$ cat config.mk
export PLATFORM = sky130hd
export DESIGN_NAME = pipeline_hazard_ctrl
export DESIGN_NICKNAME = d
export VERILOG_FILES = /design/src/rtl/pipeline_hazard_ctrl.sv
export SDC_FILE = /design/constraint.sdc
export NUM_CORES = 1
export LEC_CHECK = 0
export CORE_MARGIN = 4
export CORE_UTILIZATION = 45
export DETAILED_ROUTE_END_ITERATION = 8
export PLACE_DENSITY_LB_ADDON = 0.2
export SLEW_MARGIN = 10
export SYNTH_ARGS = -nofsm -noshare
export SYNTH_HDL_FRONTEND = slang
export SYNTH_SLANG_ARGS = --single-unit
export TNS_END_PERCENT = 1
$ cat constraint.sdc
create_clock -name clk -period 8 [get_ports clk]
set_clock_uncertainty 0.15 [all_clocks]
set_input_delay 2.4 -clock clk [delete_from_list [all_inputs] [get_ports clk]]
set_output_delay 2.4 -clock clk [all_outputs]
set_load 0.02 [all_outputs]
$ cat src/rtl/pipeline_hazard_ctrl.sv
// Hazard/stall controller for the pipelined MIPS core: drives the write-enable and
// flush-to-NOP controls of the PC, IF/ID, ID/EX and EX/MEM registers.
//
// state    | meaning
// ---------+---------------------------------------------------------------
// RUN      | normal issue; handles branch flush, MDU start, load-use bubble
// MDU_WAIT | holding the pipeline until the multiply/divide completes
module pipeline_hazard_ctrl #(
   parameter int MULT_CYCLES = 4,
   parameter int DIV_CYCLES  = 32
) (
   input  logic        clk,
   input  logic        areset,
   input  logic [4:0]  id_rs,
   input  logic [4:0]  id_rt,
   input  logic        id_uses_rs,
   input  logic        id_uses_rt,
   input  logic [4:0]  ex_rd,
   input  logic        ex_mem_read,
   input  logic        ex_reg_write,
   input  logic        branch_taken,
   input  logic        mdu_start,
   input  logic        mdu_div,
   output logic        pc_we,
   output logic        ifid_we,
   output logic        ifid_flush,
   output logic        idex_we,
   output logic        idex_flush,
   output logic        exmem_flush,
   output logic        mdu_busy,
   output logic        mdu_done,
   output logic [15:0] stall_count
);

   typedef enum logic {
      RUN      = 1'b0,
      MDU_WAIT = 1'b1
   } state_t;

   // The start cycle is one of the N stall cycles, and the last wait cycle is
   // the one where the counter reads zero, hence N-2.
   localparam logic [7:0] MULT_LOAD = 8'(MULT_CYCLES - 2);
   localparam logic [7:0] DIV_LOAD  = 8'(DIV_CYCLES - 2);

   state_t     state_q, state_d;
   logic [7:0] cnt_q, cnt_d;
   logic       load_use;

   assign load_use = ex_mem_read && ex_reg_write && (ex_rd != 5'd0) &&
                     ((id_uses_rs && (id_rs == ex_rd)) ||
                      (id_uses_rt && (id_rt == ex_rd)));

   always_ff @(posedge clk or negedge areset) begin
      if (!areset) begin
         state_q     <= RUN;
         cnt_q       <= 8'd0;
         stall_count <= 16'd0;
      end else begin
         state_q <= state_d;
         cnt_q   <= cnt_d;
         if (!pc_we && (stall_count != 16'hFFFF))
            stall_count <= stall_count + 16'd1;
      end
   end

   always_comb begin
      state_d     = state_q;
      cnt_d       = cnt_q;
      pc_we       = 1'b1;
      ifid_we     = 1'b1;
      ifid_flush  = 1'b0;
      idex_we     = 1'b1;
      idex_flush  = 1'b0;
      exmem_flush = 1'b0;
      mdu_busy    = 1'b0;
      mdu_done    = 1'b0;
      unique case (state_q)
         RUN: begin
            if (branch_taken) begin
               ifid_flush = 1'b1;
               idex_flush = 1'b1;
            end else if (mdu_start) begin
               pc_we       = 1'b0;
               ifid_we     = 1'b0;
               idex_we     = 1'b0;
               exmem_flush = 1'b1;
               mdu_busy    = 1'b1;
               state_d     = MDU_WAIT;
               cnt_d       = mdu_div ? DIV_LOAD : MULT_LOAD;
            end else if (load_use) begin
               pc_we      = 1'b0;
               ifid_we    = 1'b0;
               idex_flush = 1'b1;
            end
         end
         MDU_WAIT: begin
            pc_we       = 1'b0;
            ifid_we     = 1'b0;
            idex_we     = 1'b0;
            exmem_flush = 1'b1;
            mdu_busy    = 1'b1;
            if (cnt_q == 8'd0) begin
               mdu_done = 1'b1;
               state_d  = RUN;
            end else begin
               cnt_d = cnt_q - 8'd1;
            end
         end
         default: state_d = RUN;
      endcase
   end

endmodule

Yosys cells after proc, flatten, opt, wreduce, memory -nomap -nowiden
Index checks and enable logic that the tools add are counted.
{"block": "word_totals", "reg_bits": 25, "in_bits": 24, "out_inout_bits": 24, "wordCells": 48}
{"block": "op_classes", "add_sub_neg": 2, "eq_ne": 6, "muxes": 25, "bitwise": 1, "reduce_logical": 11}
{"cell": "8-bit two-way mux", "n": 3}
{"cell": "16-bit by 1-bit adder with 16-bit output, second input constant", "n": 1}
{"cell": "1-bit two-way mux", "n": 16}
{"cell": "16-bit inequality test, second input constant", "n": 1}
{"cell": "8-bit one-hot mux with 2 select lines", "n": 1}
{"cell": "5-bit equality test", "n": 2}
{"cell": "8-bit logical NOT", "n": 1}
{"cell": "1-bit one-hot mux with 2 select lines", "n": 4}
{"cell": "8-bit by 1-bit subtractor with 8-bit output, second input constant", "n": 1}
{"cell": "1-bit logical AND", "n": 6}
{"cell": "2-bit inequality test, second input constant", "n": 3}
{"cell": "5-bit two-way mux", "n": 1}
{"cell": "5-bit nonzero test", "n": 1}
{"cell": "3-bit AND reduction", "n": 1}
{"cell": "1-bit logical NOT", "n": 1}
{"cell": "1-bit logical OR", "n": 1}
{"cell": "1-bit NOT", "n": 1}

Longest topological paths before layout
{"block": "logic_depth", "depth_word": 10, "mapped_depth": 9, "ltp_nobuf": 8}

Least setup slack after synthesis
OpenSTA, ideal clock, no wires.
{"block": "synth_path", "kind": "input port to output port", "start": "input port ex_rd[1]", "end": "output port pc_we", "t_arrival_ps": 3801, "required_time_ps": 5450, "slack_ps": 1649, "stages": 6, "path_buffers": 2, "path_cell_list": "or4_1 o211ai_1 o31ai_4 buf_6 inv_1 buf_4"}
{"block": "synth_via", "elab_chain_len": 8, "elab_cells_between_ends": 12, "cone_classes": "eq/ne: 2; mux: 4; reduce/logical: 6"}
{"item": "from (decl)", "line": "18", "source": "input logic [4:0] ex_rd,"}
{"item": "5-bit equality test (on tied branches)", "line": "50, 51"}
{"item": "1-bit logical AND (on tied branches)", "line": "50, 51"}
{"item": "1-bit logical OR", "line": "50", "source": "((id_uses_rs && (id_rs == ex_rd)) ||"}
{"item": "1-bit logical AND *", "line": "49", "source": "assign load_use = ex_mem_read && ex_reg_write && (ex_rd != 5'd0) &&"}
{"item": "1-bit two-way mux * (3 in a row)"}
{"item": "1-bit one-hot mux with 2 select lines *"}
{"item": "to (decl)", "line": "24", "source": "output logic pc_we,"}
Every way passes the cells marked *; elsewhere a longest branch is shown, timed or not.

Worst setup path in the final report
{"block": "layout_path", "start": "input port ex_rd[1]", "end": "output port pc_we"}
{"block": "layout_via", "elab_chain_len": 8, "elab_cells_between_ends": 12, "cone_classes": "eq/ne: 2; mux: 4; reduce/logical: 6"}
{"item": "5-bit equality test (on tied branches)", "line": "50, 51"}
{"item": "1-bit logical AND (on tied branches)", "line": "50, 51"}
{"item": "1-bit logical OR", "line": "50"}
{"item": "1-bit logical AND *", "line": "49"}
{"item": "1-bit two-way mux *", "line": "90", "source": "end else if (load_use) begin"}
{"item": "1-bit two-way mux *", "line": "82", "source": "end else if (mdu_start) begin"}
{"item": "1-bit two-way mux *", "line": "79", "source": "if (branch_taken) begin"}
{"item": "1-bit one-hot mux with 2 select lines *", "line": "77", "source": "unique case (state_q)"}
Marks and branches as above.

==> flow_summary_export.csv <==
group,metric,value,unit
run_status,outcome,"finished, final reports clean",
cts,cts_root_buf,"clkbuf_4",
logic_synthesis,yosysSeqAreaShare,43.1,%
placement,io_buffer_count,47,
sta,rsz0062_at_grt,"false",
cts,cts_sinks,25,
floorplanning,die_y,64.8,µm
logic_synthesis,yosysTopAreaCell,"dfrtp_1",
pwr,leakage,0.807,nW
setup_path,cpMaxStageDelayCell,"clkdlybuf4s50_1",
setup_path,cp.required,5.45,ns
finish,fillers,261,
finish,multi_input_area,753,µm²
sta,maxSlewHeadroom,63.4,%
sta,finalSetupViolCount,0,
grt,antenna_found_initial,0,
floorplanning,ios,48,
setup_path,critPathCaptureType,"output port",
setup_path,crit_top_cell,"clkdlybuf4s50_1",
pwr,p_per_area,243,mW/mm²
cts,clockBufferDepth,2,
placement,place.gp.congestion,0.837,
setup_path,critical_path.max_fanout,3,
routing,drtAntennaViolNets,0,
routing,dr.pass1.iters,4,
routing,initialDrtViolationCount,74,
routing,drt-total-wl,3370,µm
cts,clk_latency,0.32,ns
cts,cts_tree,"yes",
sta,drv_slew,0,
setup_path,critPathMaxStageDelay,0.61,ns
placement,place_hpwl,2640,µm
setup_path,critPathBufInv,3,
logic_synthesis,synth_area,0.00145,mm²
sta,fin_setup_tns,0,ns
cts,post_cts_buffers,0,
routing,wl_per_cell,14.1,µm
setup_path,path_cells,"clkdlybuf4s50_1, or4_1, o211ai_1, o31ai_4, inv_1, clkdlybuf4s50_1",
setup_path,rrSetupSlack,5.61,ns
sta,min_period_over_period,88.2,%
logic_synthesis,syn_avg_cell_area,9.61,µm²
logic_synthesis,syn_inst,151,
grt,grt_pass1_wl,5920,µm
logic_synthesis,ys_ff_latch,25,
logic_synthesis,yosysTopAreaCellShare,43.1,%
finish,layout-drive-gt1-share,5.13,%
cts,cts_buffers,3,
cts,clk_pin_slew,0.13,ns
grt,track_usage,18.0,%
cts,hold_buffers,0,
floorplanning,die_width,64.8,µm
logic_synthesis,ys.warnings.count,0,
finish,regArea,626,µm²
cts,ctsHtreeMaxLevel,1,
grt,grt-ovfl-total,0,
setup_path,crit_arrival,4.51,ns
grt,grt_max_degree,26,
logic_synthesis,syn-num-nets,177,
sta,hold_viol_final,0,
routing,drc,0,
floorplanning,rows,20,
sta,worst_pin_slew,0.550,ns
floorplanning,die-area,0.00420,mm²
hold_path,hp-class,"flip-flop to flip-flop",
floorplanning,initial_utilization,47.2,%
setup_path,crit_family,"buffers and inverters",
logic_synthesis,ys_top_cells_by_area,"dfrtp_1 (43%), xnor2_1 (11%), xor2_1 (4.8%)",
sta,timing.fmax,142,MHz
job,maxCapViolCount,0,
sta,fin_crit,7.06,ns
grt,first_global_vias,1336,
cts,post_cts_resized,0,
setup_path,critPathLaunchType,"input pin",
floorplanning,core-area,0.00308,mm²
finish,area_growth_syn_to_layout,35.1,%
setup_path,critical_path_class,"input pin to output port",
finish,diodes,0,
routing,post_drt_via_cell_ratio,5.29,
finish,final_nets,222,
logic_synthesis,synth.distinct_cells,38,
pwr,peakVddDrop,0.000129,V
pwr,finalPower,477,µW
routing,vias,1264,
-- Yosys cell counts --
cell type,instances
a21o_1,1
a21oi_1,3
a31oi_1,2
a32oi_1,2
and2_0,1
and2_1,1
and2b_2,1
and3_1,5
and4_1,1
buf_2,1
buf_4,2
buf_6,1
clkbuf_1,4
dfrtp_1,25
ha_1,2
inv_1,7
mux2_2,1
mux2_4,1
nand2_1,8
nand2b_1,2
nand3_1,11
nand3b_1,1
nand4_1,7
nor2_1,14
nor2b_1,1
nor3_1,2
nor4_1,4
o211ai_1,1
o21a_1,1
o21ai_0,1
o22a_1,2
o22ai_1,1
o31ai_4,1
or3_1,3
or4_1,2
or4b_1,1
xnor2_1,19
xor2_1,8
-- layout make-up --
class	count	share of cell area, %
Clock buffer	3	1.15
Sequential cell	25	31.9
Clock inverter	1	0.255
Inverter	7	1.34
Tap cell	44	2.81
Timing Repair Buffer	48	24.1
Multi-Input combinational cell	111	38.4
-- stage by stage --
stage / instance area [µm²] / instances / utilization, % / hold slack (ns) / setup WS, ns
2_1_floorplan: 1450 / 151 / - / 0.320 / 1.65
3_3_place_gp: 1940 / 235 / 63.0 / 0.334 / 0.954
3_5_place_dp: 1940 / 235 / 63.0 / 0.341 / 0.922
4_1_cts: 1970 / 239 / 63.9 / 0.360 / 0.921
5_1_grt: 1960 / 239 / 63.7 / 0.391 / 0.852
6_report: 1960 / 239 / 63.7 / 0.354 / 0.942
-- cells by family after synthesis --
group,share of synthesized area (%)
AOI/OAI and AO/OA,8.10
buffers and inverters,5.00
and+or+nand+nor,24.0
xor gates and xnor gates,16.3
DFF,43.1
adders and majority gates,1.72
muxes,1.81
-- routing by layer --
layer  part of all wire, %  GRT usage, %  wire, µm  vias up
li1                      -             -         -      615
met1                    41          20.0      1380      600
met2                    49          31.7      1670       43
met3                   7.2          5.37       244        6
met4                   2.3          7.39        76        0
met5                     0             0         0        -
-- worst paths after layout --
| kind | from | to | cells past startpoint |
|---|---|---|---|
| hold reg to reg | stall_count[15] | stall_count[15] | 1 |
| setup / recovery | ex_rd[1] | pc_we | 6 |
| hold / removal | stall_count[15] | stall_count[15] | 1 |
| setup reg to reg | cnt_q[0] | cnt_q[7] | 8 |
| min in group asynchronous | areset | cnt_q[3] | 1 |
| max in group asynchronous | areset | cnt_q[2] | 1 |
-- layout by cell type, fill, tap and decap left out --
| cell | instances |
|---|---|
| a21o_1 | 1 |
| a21oi_1 | 3 |
| o21ai_0 | 1 |
| xnor2_1 | 19 |
| buf_2 | 1 |
| mux2_2 | 1 |
| or4_1 | 2 |
| o22ai_1 | 1 |
| nor4_1 | 4 |
| and2b_2 | 1 |
| nor2b_1 | 1 |
| clkbuf_4 | 3 |
| buf_4 | 1 |
| mux2_4 | 1 |
| nand2_1 | 8 |
| a31oi_1 | 2 |
| o22a_1 | 2 |
| xor2_1 | 8 |
| or4b_1 | 1 |
| and3_1 | 5 |
| nor3_1 | 2 |
| clkdlybuf4s50_1 | 46 |
| dfrtp_1 | 25 |
| and4_1 | 1 |
| ha_1 | 2 |
| nand3_1 | 11 |
| nor2_1 | 14 |
| nand3b_1 | 1 |
| nand2b_1 | 2 |
| and2_1 | 1 |
| inv_1 | 7 |
| o31ai_4 | 1 |
| clkinv_2 | 1 |
| o211ai_1 | 1 |
| or3_1 | 3 |
| o21a_1 | 1 |
| and2_0 | 1 |
| nand4_1 | 7 |
| a32oi_1 | 2 |
-- flip-flops by register name, summed over array words and instances (netlist names) --
register and flops:
stall_count 16, cnt_q 8, state_q 1
-- report_power, final --
group / switching [mW] / internal (mW)
clock: 0.0375 / 0.0187
combinational: 0.0966 / 0.111
sequential: 0.0479 / 0.166
(Power assumes the default switching activity.)
